$ cat config.mk
export PLATFORM = sky130hd
export DESIGN_NAME = ecg_uart_framer
export DESIGN_NICKNAME = d
export VERILOG_FILES = /design/src/rtl/ecg_uart_framer_pkg.sv /design/src/rtl/ecg_uart_framer_uart_tx.sv /design/src/rtl/ecg_uart_framer.sv
export SDC_FILE = /design/constraint.sdc
export NUM_CORES = 1
export LEC_CHECK = 0
export CORE_AREA = 2 2 129 131
export CTS_CLUSTER_DIAMETER = 50
export DETAILED_ROUTE_END_ITERATION = 7
export DIE_AREA = 0 0 131 133
export PLACE_DENSITY_LB_ADDON = 0.1
export SLEW_MARGIN = 25
export SYNTH_ARGS = -nofsm -noshare
export SYNTH_HDL_FRONTEND = slang
export SYNTH_SLANG_ARGS = --single-unit
$ cat constraint.sdc
create_clock -name clk -period 4.33 [get_ports clk]
set_input_delay 0.866 -clock clk [delete_from_list [all_inputs] [get_ports clk]]
set_output_delay 0.866 -clock clk [all_outputs]
set_load 0.01 [all_outputs]
$ cat src/rtl/ecg_uart_framer_pkg.sv
// Shared widths, sync byte, state encodings and baud-divider helper for the
// ECG sample UART framer.
package ecg_uart_framer_pkg;

    localparam int         ADC_W     = 12;
    localparam int         SEQ_W     = 4;
    localparam int         ENTRY_W   = SEQ_W + ADC_W;
    localparam logic [7:0] SYNC_BYTE = 8'hA5;

    typedef enum logic [1:0] {TX_IDLE, TX_START, TX_DATA, TX_STOP} tx_state_t;

    // FR_IDLE: the next byte to send is a SYNC taken straight from the FIFO head.
    typedef enum logic [1:0] {FR_IDLE, FR_HDR, FR_LO} frame_state_t;

    function automatic int clks_per_bit(input int fclk, input int baud);
        return (fclk + baud / 2) / baud;
    endfunction

endpackage

$ cat src/rtl/ecg_uart_framer_uart_tx.sv
// 8N1 byte serialiser. A byte offered while o_ready is high starts one edge
// later, so a byte accepted near the end of a stop bit follows it with no gap.
module uart_tx_8n1
    import ecg_uart_framer_pkg::*;
#(
    parameter int CLKS_PER_BIT = 868
) (
    input  logic       clk,
    input  logic       rst,
    input  logic       i_start,
    input  logic [7:0] i_byte,
    output logic       o_tx,
    output logic       o_ready,
    output logic       o_done
);
    localparam int               CNT_W       = $clog2(CLKS_PER_BIT);
    localparam logic [CNT_W-1:0] CNT_LAST    = CNT_W'(CLKS_PER_BIT - 1);
    localparam logic [CNT_W-1:0] CNT_PRELAST = CNT_W'(CLKS_PER_BIT - 2);

    tx_state_t        r_state;
    logic [CNT_W-1:0] r_cnt;
    logic [2:0]       r_bit;
    logic [7:0]       r_shift;
    logic [7:0]       r_hold;
    logic             r_queued;
    logic             r_tx;
    logic             w_bit_end;
    logic             w_accept;

    assign w_bit_end = (r_cnt == CNT_LAST);
    assign o_ready   = !r_queued && ((r_state == TX_IDLE) ||
                                     (r_state == TX_STOP && r_cnt == CNT_PRELAST));
    assign w_accept  = i_start && o_ready;
    // High in the final cycle of a stop bit that is not followed by another byte.
    assign o_done    = (r_state == TX_STOP) && w_bit_end && !r_queued;
    assign o_tx      = r_tx;

    always_ff @(posedge clk) begin
        if (rst) begin
            r_state  <= TX_IDLE;
            r_cnt    <= '0;
            r_bit    <= '0;
            r_shift  <= '0;
            r_hold   <= '0;
            r_queued <= 1'b0;
            r_tx     <= 1'b1;
        end else begin
            if (w_accept) begin
                r_hold   <= i_byte;
                r_queued <= 1'b1;
            end
            case (r_state)
                TX_IDLE: begin
                    if (r_queued) begin
                        r_state  <= TX_START;
                        r_tx     <= 1'b0;
                        r_cnt    <= '0;
                        r_shift  <= r_hold;
                        r_queued <= 1'b0;
                    end
                end
                TX_START: begin
                    if (w_bit_end) begin
                        r_state <= TX_DATA;
                        r_tx    <= r_shift[0];
                        r_cnt   <= '0;
                        r_bit   <= '0;
                    end else begin
                        r_cnt <= r_cnt + CNT_W'(1);
                    end
                end
                TX_DATA: begin
                    if (w_bit_end) begin
                        r_cnt <= '0;
                        if (r_bit == 3'd7) begin
                            r_state <= TX_STOP;
                            r_tx    <= 1'b1;
                        end else begin
                            r_bit   <= r_bit + 3'd1;
                            r_shift <= {1'b0, r_shift[7:1]};
                            r_tx    <= r_shift[1];
                        end
                    end else begin
                        r_cnt <= r_cnt + CNT_W'(1);
                    end
                end
                TX_STOP: begin
                    if (w_bit_end) begin
                        r_cnt <= '0;
                        if (r_queued) begin
                            r_state  <= TX_START;
                            r_tx     <= 1'b0;
                            r_shift  <= r_hold;
                            r_queued <= 1'b0;
                        end else begin
                            r_state <= TX_IDLE;
                            r_tx    <= 1'b1;
                        end
                    end else begin
                        r_cnt <= r_cnt + CNT_W'(1);
                    end
                end
                default: r_state <= TX_IDLE;
            endcase
        end
    end

endmodule

$ cat src/rtl/ecg_uart_framer.sv
// Buffers sequence-tagged ADC samples in a small FIFO and streams each one as a
// 3-byte UART frame {A5, {seq,data[11:8]}, data[7:0]}.
module ecg_uart_framer
    import ecg_uart_framer_pkg::*;
#(
    parameter int FCLK       = 100_000_000,
    parameter int BAUD       = 115_200,
    parameter int FIFO_DEPTH = 8
) (
    input  logic             clk,
    input  logic             rst,
    input  logic [ADC_W-1:0] i_data,
    input  logic             i_dv,
    output logic             o_tx,
    output logic             o_busy,
    output logic             o_overflow
);
    localparam int CLKS_PER_BIT = clks_per_bit(FCLK, BAUD);
    localparam int AW           = $clog2(FIFO_DEPTH);

    logic [ENTRY_W-1:0] r_mem [FIFO_DEPTH];
    logic [AW:0]        r_wr_ptr;
    logic [AW:0]        r_rd_ptr;
    logic [SEQ_W-1:0]   r_seq;
    logic [ENTRY_W-1:0] r_entry;
    frame_state_t       r_fstate;
    logic               r_busy;
    logic               r_overflow;

    logic       w_empty, w_full, w_start, w_ready, w_done, w_take, w_pop, w_push;
    logic [7:0] w_byte;

    assign w_empty = (r_wr_ptr == r_rd_ptr);
    assign w_full  = (r_wr_ptr[AW] != r_rd_ptr[AW]) &&
                     (r_wr_ptr[AW-1:0] == r_rd_ptr[AW-1:0]);
    // A new frame begins by handing the SYNC byte over directly from FIFO state;
    // the entry itself is popped on that same handshake.
    assign w_start = (r_fstate != FR_IDLE) || !w_empty;
    assign w_take  = w_start && w_ready;
    assign w_pop   = w_take && (r_fstate == FR_IDLE);
    assign w_push  = i_dv && (!w_full || w_pop);

    always_comb begin
        w_byte = SYNC_BYTE;
        if (r_fstate == FR_HDR) begin
            w_byte = r_entry[ENTRY_W-1:ENTRY_W-8];
        end else if (r_fstate == FR_LO) begin
            w_byte = r_entry[7:0];
        end
    end

    always_ff @(posedge clk) begin
        if (w_push) begin
            r_mem[r_wr_ptr[AW-1:0]] <= {r_seq, i_data};
        end
        if (w_pop) begin
            r_entry <= r_mem[r_rd_ptr[AW-1:0]];
        end
    end

    always_ff @(posedge clk) begin
        if (rst) begin
            r_wr_ptr   <= '0;
            r_rd_ptr   <= '0;
            r_seq      <= '0;
            r_fstate   <= FR_IDLE;
            r_busy     <= 1'b0;
            r_overflow <= 1'b0;
        end else begin
            r_overflow <= i_dv && !w_push;
            if (i_dv) begin
                r_seq <= r_seq + SEQ_W'(1);
            end
            if (w_push) begin
                r_wr_ptr <= r_wr_ptr + (AW+1)'(1);
            end
            if (w_pop) begin
                r_rd_ptr <= r_rd_ptr + (AW+1)'(1);
            end
            if (w_take) begin
                case (r_fstate)
                    FR_IDLE: r_fstate <= FR_HDR;
                    FR_HDR:  r_fstate <= FR_LO;
                    default: r_fstate <= FR_IDLE;
                endcase
            end
            if (w_push) begin
                r_busy <= 1'b1;
            end else if (w_done && w_empty && r_fstate == FR_IDLE) begin
                r_busy <= 1'b0;
            end
        end
    end

    uart_tx_8n1 #(
        .CLKS_PER_BIT(CLKS_PER_BIT)
    ) u_tx (
        .clk    (clk),
        .rst    (rst),
        .i_start(w_start),
        .i_byte (w_byte),
        .o_tx   (o_tx),
        .o_ready(w_ready),
        .o_done (w_done)
    );

    assign o_busy     = r_busy;
    assign o_overflow = r_overflow;

endmodule

==> metrics.txt <==
# TYPE chip_impl_metric gauge
chip_impl_metric{name="irDropWorstVdd",unit="V"} 0.000317
chip_impl_metric{name="postCtsHoldBufs",unit=""} 0
chip_impl_metric{name="grt_first_pass_wirelength",unit="um"} 23900
chip_impl_metric{name="postSynthRegisterBits",unit=""} 193
chip_impl_metric{name="slew_headroom",unit="%"} 36.0
chip_impl_metric{name="synth_top_area_share",unit="%"} 55.0
chip_impl_metric{name="synthesized_netlist_net_count",unit=""} 526
chip_impl_metric{name="stdcell_count",unit=""} 753
chip_impl_metric{name="clock_insertion_delay_worst_skew",unit="ns"} 0.43
chip_impl_metric{name="worstMarginPinSlew",unit="ns"} 0.960
chip_impl_metric{name="detail_route.wl_per_cell",unit="um"} 20.0
chip_impl_info{name="synth_top_cells_by_area",value="sky130_fd_sc_hd__edfxtp_1, sky130_fd_sc_hd__dfxtp_1, sky130_fd_sc_hd__mux4_2"} 1
chip_impl_metric{name="setup_viol",unit=""} 0
chip_impl_metric{name="netlist-cell-type-count",unit=""} 55
chip_impl_metric{name="die_h",unit="um"} 133
chip_impl_metric{name="static-leakage-power",unit="nW"} 2.96
chip_impl_info{name="post_synth_most_frequent_cells",value="sky130_fd_sc_hd__edfxtp_1, sky130_fd_sc_hd__dfxtp_1, sky130_fd_sc_hd__mux4_2, sky130_fd_sc_hd__nor2_1, sky130_fd_sc_hd__nand2_1"} 1
chip_impl_metric{name="drt_iter0_drc",unit=""} 313
chip_impl_metric{name="start_util",unit="%"} 48.6
chip_impl_metric{name="post_cts_resize_count",unit=""} 0
chip_impl_metric{name="worst_ep_required_time",unit="ns"} 4.46
chip_impl_metric{name="drt-pass1-iter-count",unit=""} 4
chip_impl_metric{name="fp-row-count",unit=""} 47
chip_impl_metric{name="layout-area-overhead-vs-synth",unit="%"} 13.8
chip_impl_metric{name="synth-edff-count",unit=""} 144
chip_impl_metric{name="floorplan.io_pins",unit=""} 18
chip_impl_metric{name="cellPowerDensity",unit="nW/um2"} 615
chip_impl_info{name="tritoncts_clock_tree",value="yes"} 1
chip_impl_metric{name="synthesis.area_per_instance",unit="um2"} 15.8
chip_impl_metric{name="synth-async-reset-ratio",unit="%"} 0
chip_impl_metric{name="routabilityCongestion",unit=""} 0.754
chip_impl_metric{name="dr_total_vias",unit=""} 4217
chip_impl_metric{name="numCtsBuffers",unit=""} 17
chip_impl_metric{name="hold_viol_final",unit=""} 0
chip_impl_metric{name="die_area",unit="um2"} 17400
chip_impl_info{name="critical_path.startpoint_type",value="flop"} 1
chip_impl_info{name="ys_dominant_reg_cell",value="sky130_fd_sc_hd__edfxtp_1"} 1
chip_impl_metric{name="cts.path.max_buffers",unit=""} 2
chip_impl_metric{name="grt_remaining_overflow",unit=""} 0
chip_impl_metric{name="clk_pin_slew",unit="ns"} 0.07
chip_impl_metric{name="drc",unit=""} 0
chip_impl_metric{name="finClkSkew",unit="ns"} 0.0113
chip_impl_metric{name="max_cap_viol_count",unit=""} 0
chip_impl_metric{name="place.detailed.hpwl",unit="um"} 9680
chip_impl_metric{name="total_wire_length_after_detailed_routing",unit="um"} 15000
chip_impl_metric{name="post_synth_instance_area",unit="um2"} 7870
chip_impl_metric{name="yosysWarnings",unit=""} 0
chip_impl_metric{name="layout-drive-gt1-share",unit="%"} 22.3
chip_impl_metric{name="crit_fanout",unit=""} 14
chip_impl_metric{name="die_width",unit="um"} 131
chip_impl_metric{name="placed_cells_incl_taps",unit=""} 722
chip_impl_metric{name="htree_levels",unit=""} 4
chip_impl_metric{name="antenna_found_initial",unit=""} 0
chip_impl_metric{name="cts_post_setup_buffers_inserted",unit=""} 0
chip_impl_metric{name="core_box_area",unit="um2"} 16200
chip_impl_info{name="status",value="complete, no violations"} 1
chip_impl_metric{name="avgViaCountPerCell",unit=""} 5.60
chip_impl_info{name="synthDominantAreaCellType",value="sky130_fd_sc_hd__edfxtp_1"} 1
chip_impl_metric{name="postSynthCellCount",unit=""} 499
chip_impl_metric{name="clock_sinks",unit=""} 193
chip_impl_metric{name="crit_arrival",unit="ns"} 3.23
chip_impl_info{name="rsz0062_at_grt",value="no"} 1
chip_impl_metric{name="gr_util_all_layers",unit="%"} 18.9
chip_impl_metric{name="antennaDiodeCount",unit=""} 0
chip_impl_info{name="worstHoldPathType",value="reg -> reg"} 1
chip_impl_info{name="clk_root_buffer_cell",value="sky130_fd_sc_hd__clkbuf_16"} 1
chip_impl_info{name="worst-setup-path-type",value="reg -> reg"} 1
chip_impl_metric{name="final_min_period_over_clock_period",unit="%"} 71.4
chip_impl_info{name="cp-end-kind",value="flop"} 1
chip_impl_metric{name="final_util",unit="%"} 55.4
chip_impl_metric{name="layout.nets",unit=""} 548
chip_impl_metric{name="maximum_number_of_pins_on_one_net_before_global_route_repair",unit=""} 53
chip_impl_metric{name="final-max-slew-violation-count",unit=""} 0
chip_impl_metric{name="timing.final.crit_period",unit="ns"} 3.09
chip_impl_metric{name="placement.io_buffers",unit=""} 17
chip_impl_metric{name="layout.filler_cells",unit=""} 1308
chip_impl_metric{name="first_global_vias",unit=""} 4275
chip_impl_metric{name="seq_area_frac_synth",unit="%"} 67.5
chip_impl_metric{name="route.antenna.remaining_nets",unit=""} 0
chip_impl_metric{name="design_power_total",unit="mW"} 5.50
chip_impl_info{name="synthMostInstantiatedCell",value="sky130_fd_sc_hd__edfxtp_1"} 1
chip_impl_metric{name="timing.fmax",unit="MHz"} 323
chip_impl_metric{name="fin_tns_setup",unit="ns"} 0
[metrics by stage]
| step | cell area, um2 | worst slack, ns | hold WS (ns) |
|---|---|---|---|
| floorplan | 7870 | 0.593 | 0.427 |
| global placement | 8330 | 0.920 | 0.440 |
| detailed placement | 8330 | 0.859 | 0.442 |
| CTS | 8950 | 1.22 | 0.451 |
| global route | 8950 | 0.976 | 0.480 |
| finish | 8950 | 1.24 | 0.452 |
[cell usage in the layout (no fill, tap or decap), drive strengths merged, types with 4 or more instances in the layout]
master / netlist / routed
a221oi: 5 / 5
edfxtp: 144 / 144
inv: 7 / 16
nor3b: 4 / 4
clkbuf: 21 / 17
nand2: 28 / 28
nor3: 11 / 11
o221ai: 4 / 4
xor2: 4 / 4
nand4: 4 / 4
clkdlybuf4s50: 0 / 16
o21ai: 14 / 14
a22oi: 4 / 4
a21oi: 20 / 20
and3: 4 / 4
mux4: 32 / 32
buf: 6 / 14
dfxtp: 49 / 49
nand3: 8 / 8
a311oi: 7 / 7
nand2b: 7 / 7
mux2: 24 / 24
xnor2: 6 / 6
nor2b: 4 / 4
mux2i: 9 / 9
nor2: 31 / 31
ha: 12 / 12
[worst max-delay path, cell delays in order (launching register included)]
cell and delay, ns:
sky130_fd_sc_hd__dfxtp_1 0.33, sky130_fd_sc_hd__inv_1 0.15, sky130_fd_sc_hd__ha_1 0.30, sky130_fd_sc_hd__nand2b_1 0.38
sky130_fd_sc_hd__o31ai_4 0.27, sky130_fd_sc_hd__a22o_1 0.34, sky130_fd_sc_hd__nand2_1 0.16, sky130_fd_sc_hd__nor3b_2 0.56
sky130_fd_sc_hd__buf_4 0.30
[path summary, 6_finish.rpt]
| path | from | endpoint | slack, ns | cells past startpoint |
|---|---|---|---|---|
| setup / recovery | u_tx.r_state[0]$_SDFFE_PP0P_ | r_mem[5][4]$_DFFE_PP_ | 1.24 | 8 |
| hold / removal | u_tx.r_hold[7]$_SDFFE_PP0N_ | u_tx.r_hold[7]$_SDFFE_PP0N_ | 0.45 | 2 |
| setup reg to reg | u_tx.r_state[0]$_SDFFE_PP0P_ | r_mem[5][4]$_DFFE_PP_ | 1.24 | 8 |
| hold reg to reg | u_tx.r_hold[7]$_SDFFE_PP0N_ | u_tx.r_hold[7]$_SDFFE_PP0N_ | 0.45 | 2 |
[cell families after synthesis]
group,count (synthesis),synth area share (%)
AO/OA/AOI/OAI,66,6.03
XOR/XNOR,10,1.11
adder cells (fa/ha/maj),12,1.91
buffers and inverters,34,1.72
flip-flops,193,67.5
multiplexers,65,13.7
AND/OR/NAND/NOR,119,8.03
[cell type report]
cell class                      instances  area [um2]  share of cell area, %
Timing Repair Buffer                   30         263                   2.94
Multi-Input combinational cell        272        2460                   27.5
Clock inverter                         14         193                   2.15
Inverter                                7        26.3                  0.294
Tap cell                              220         275                   3.07
Sequential cell                       193        5310                   59.3
Clock buffer                           17         425                   4.75
[registers in the layout, summed over array words and instances, names as in the netlist]
name	count
r_mem	128
u_tx.r_queued	1
u_tx.r_hold	8
o_busy	1
o_overflow	1
r_fstate	2
r_wr_ptr	4
r_seq	4
u_tx.o_tx	1
u_tx.r_state	2
u_tx.r_bit	3
u_tx.r_shift	8
u_tx.r_cnt	10
r_entry	16
r_rd_ptr	4
[routing by layer]
metal  routed length [um]  track usage (%)  share of wire [%]  vias to the layer above
li1                     -                -                  -                     2002
met1                 6690             24.8                 44                     2130
met2                 7730             31.2                 51                       74
met3                  483             4.69                3.2                       11
met4                  142             5.08               0.94                        0
met5                    0                0                  0                        -
[power by group]
| group | switching [mW] | internal (mW) |
|---|---|---|
| Combinational | 0.800 | 0.573 |
| Clock | 0.710 | 0.931 |
| Sequential | 0.138 | 2.35 |
Note: power is estimated with default switching activity, not from simulation.
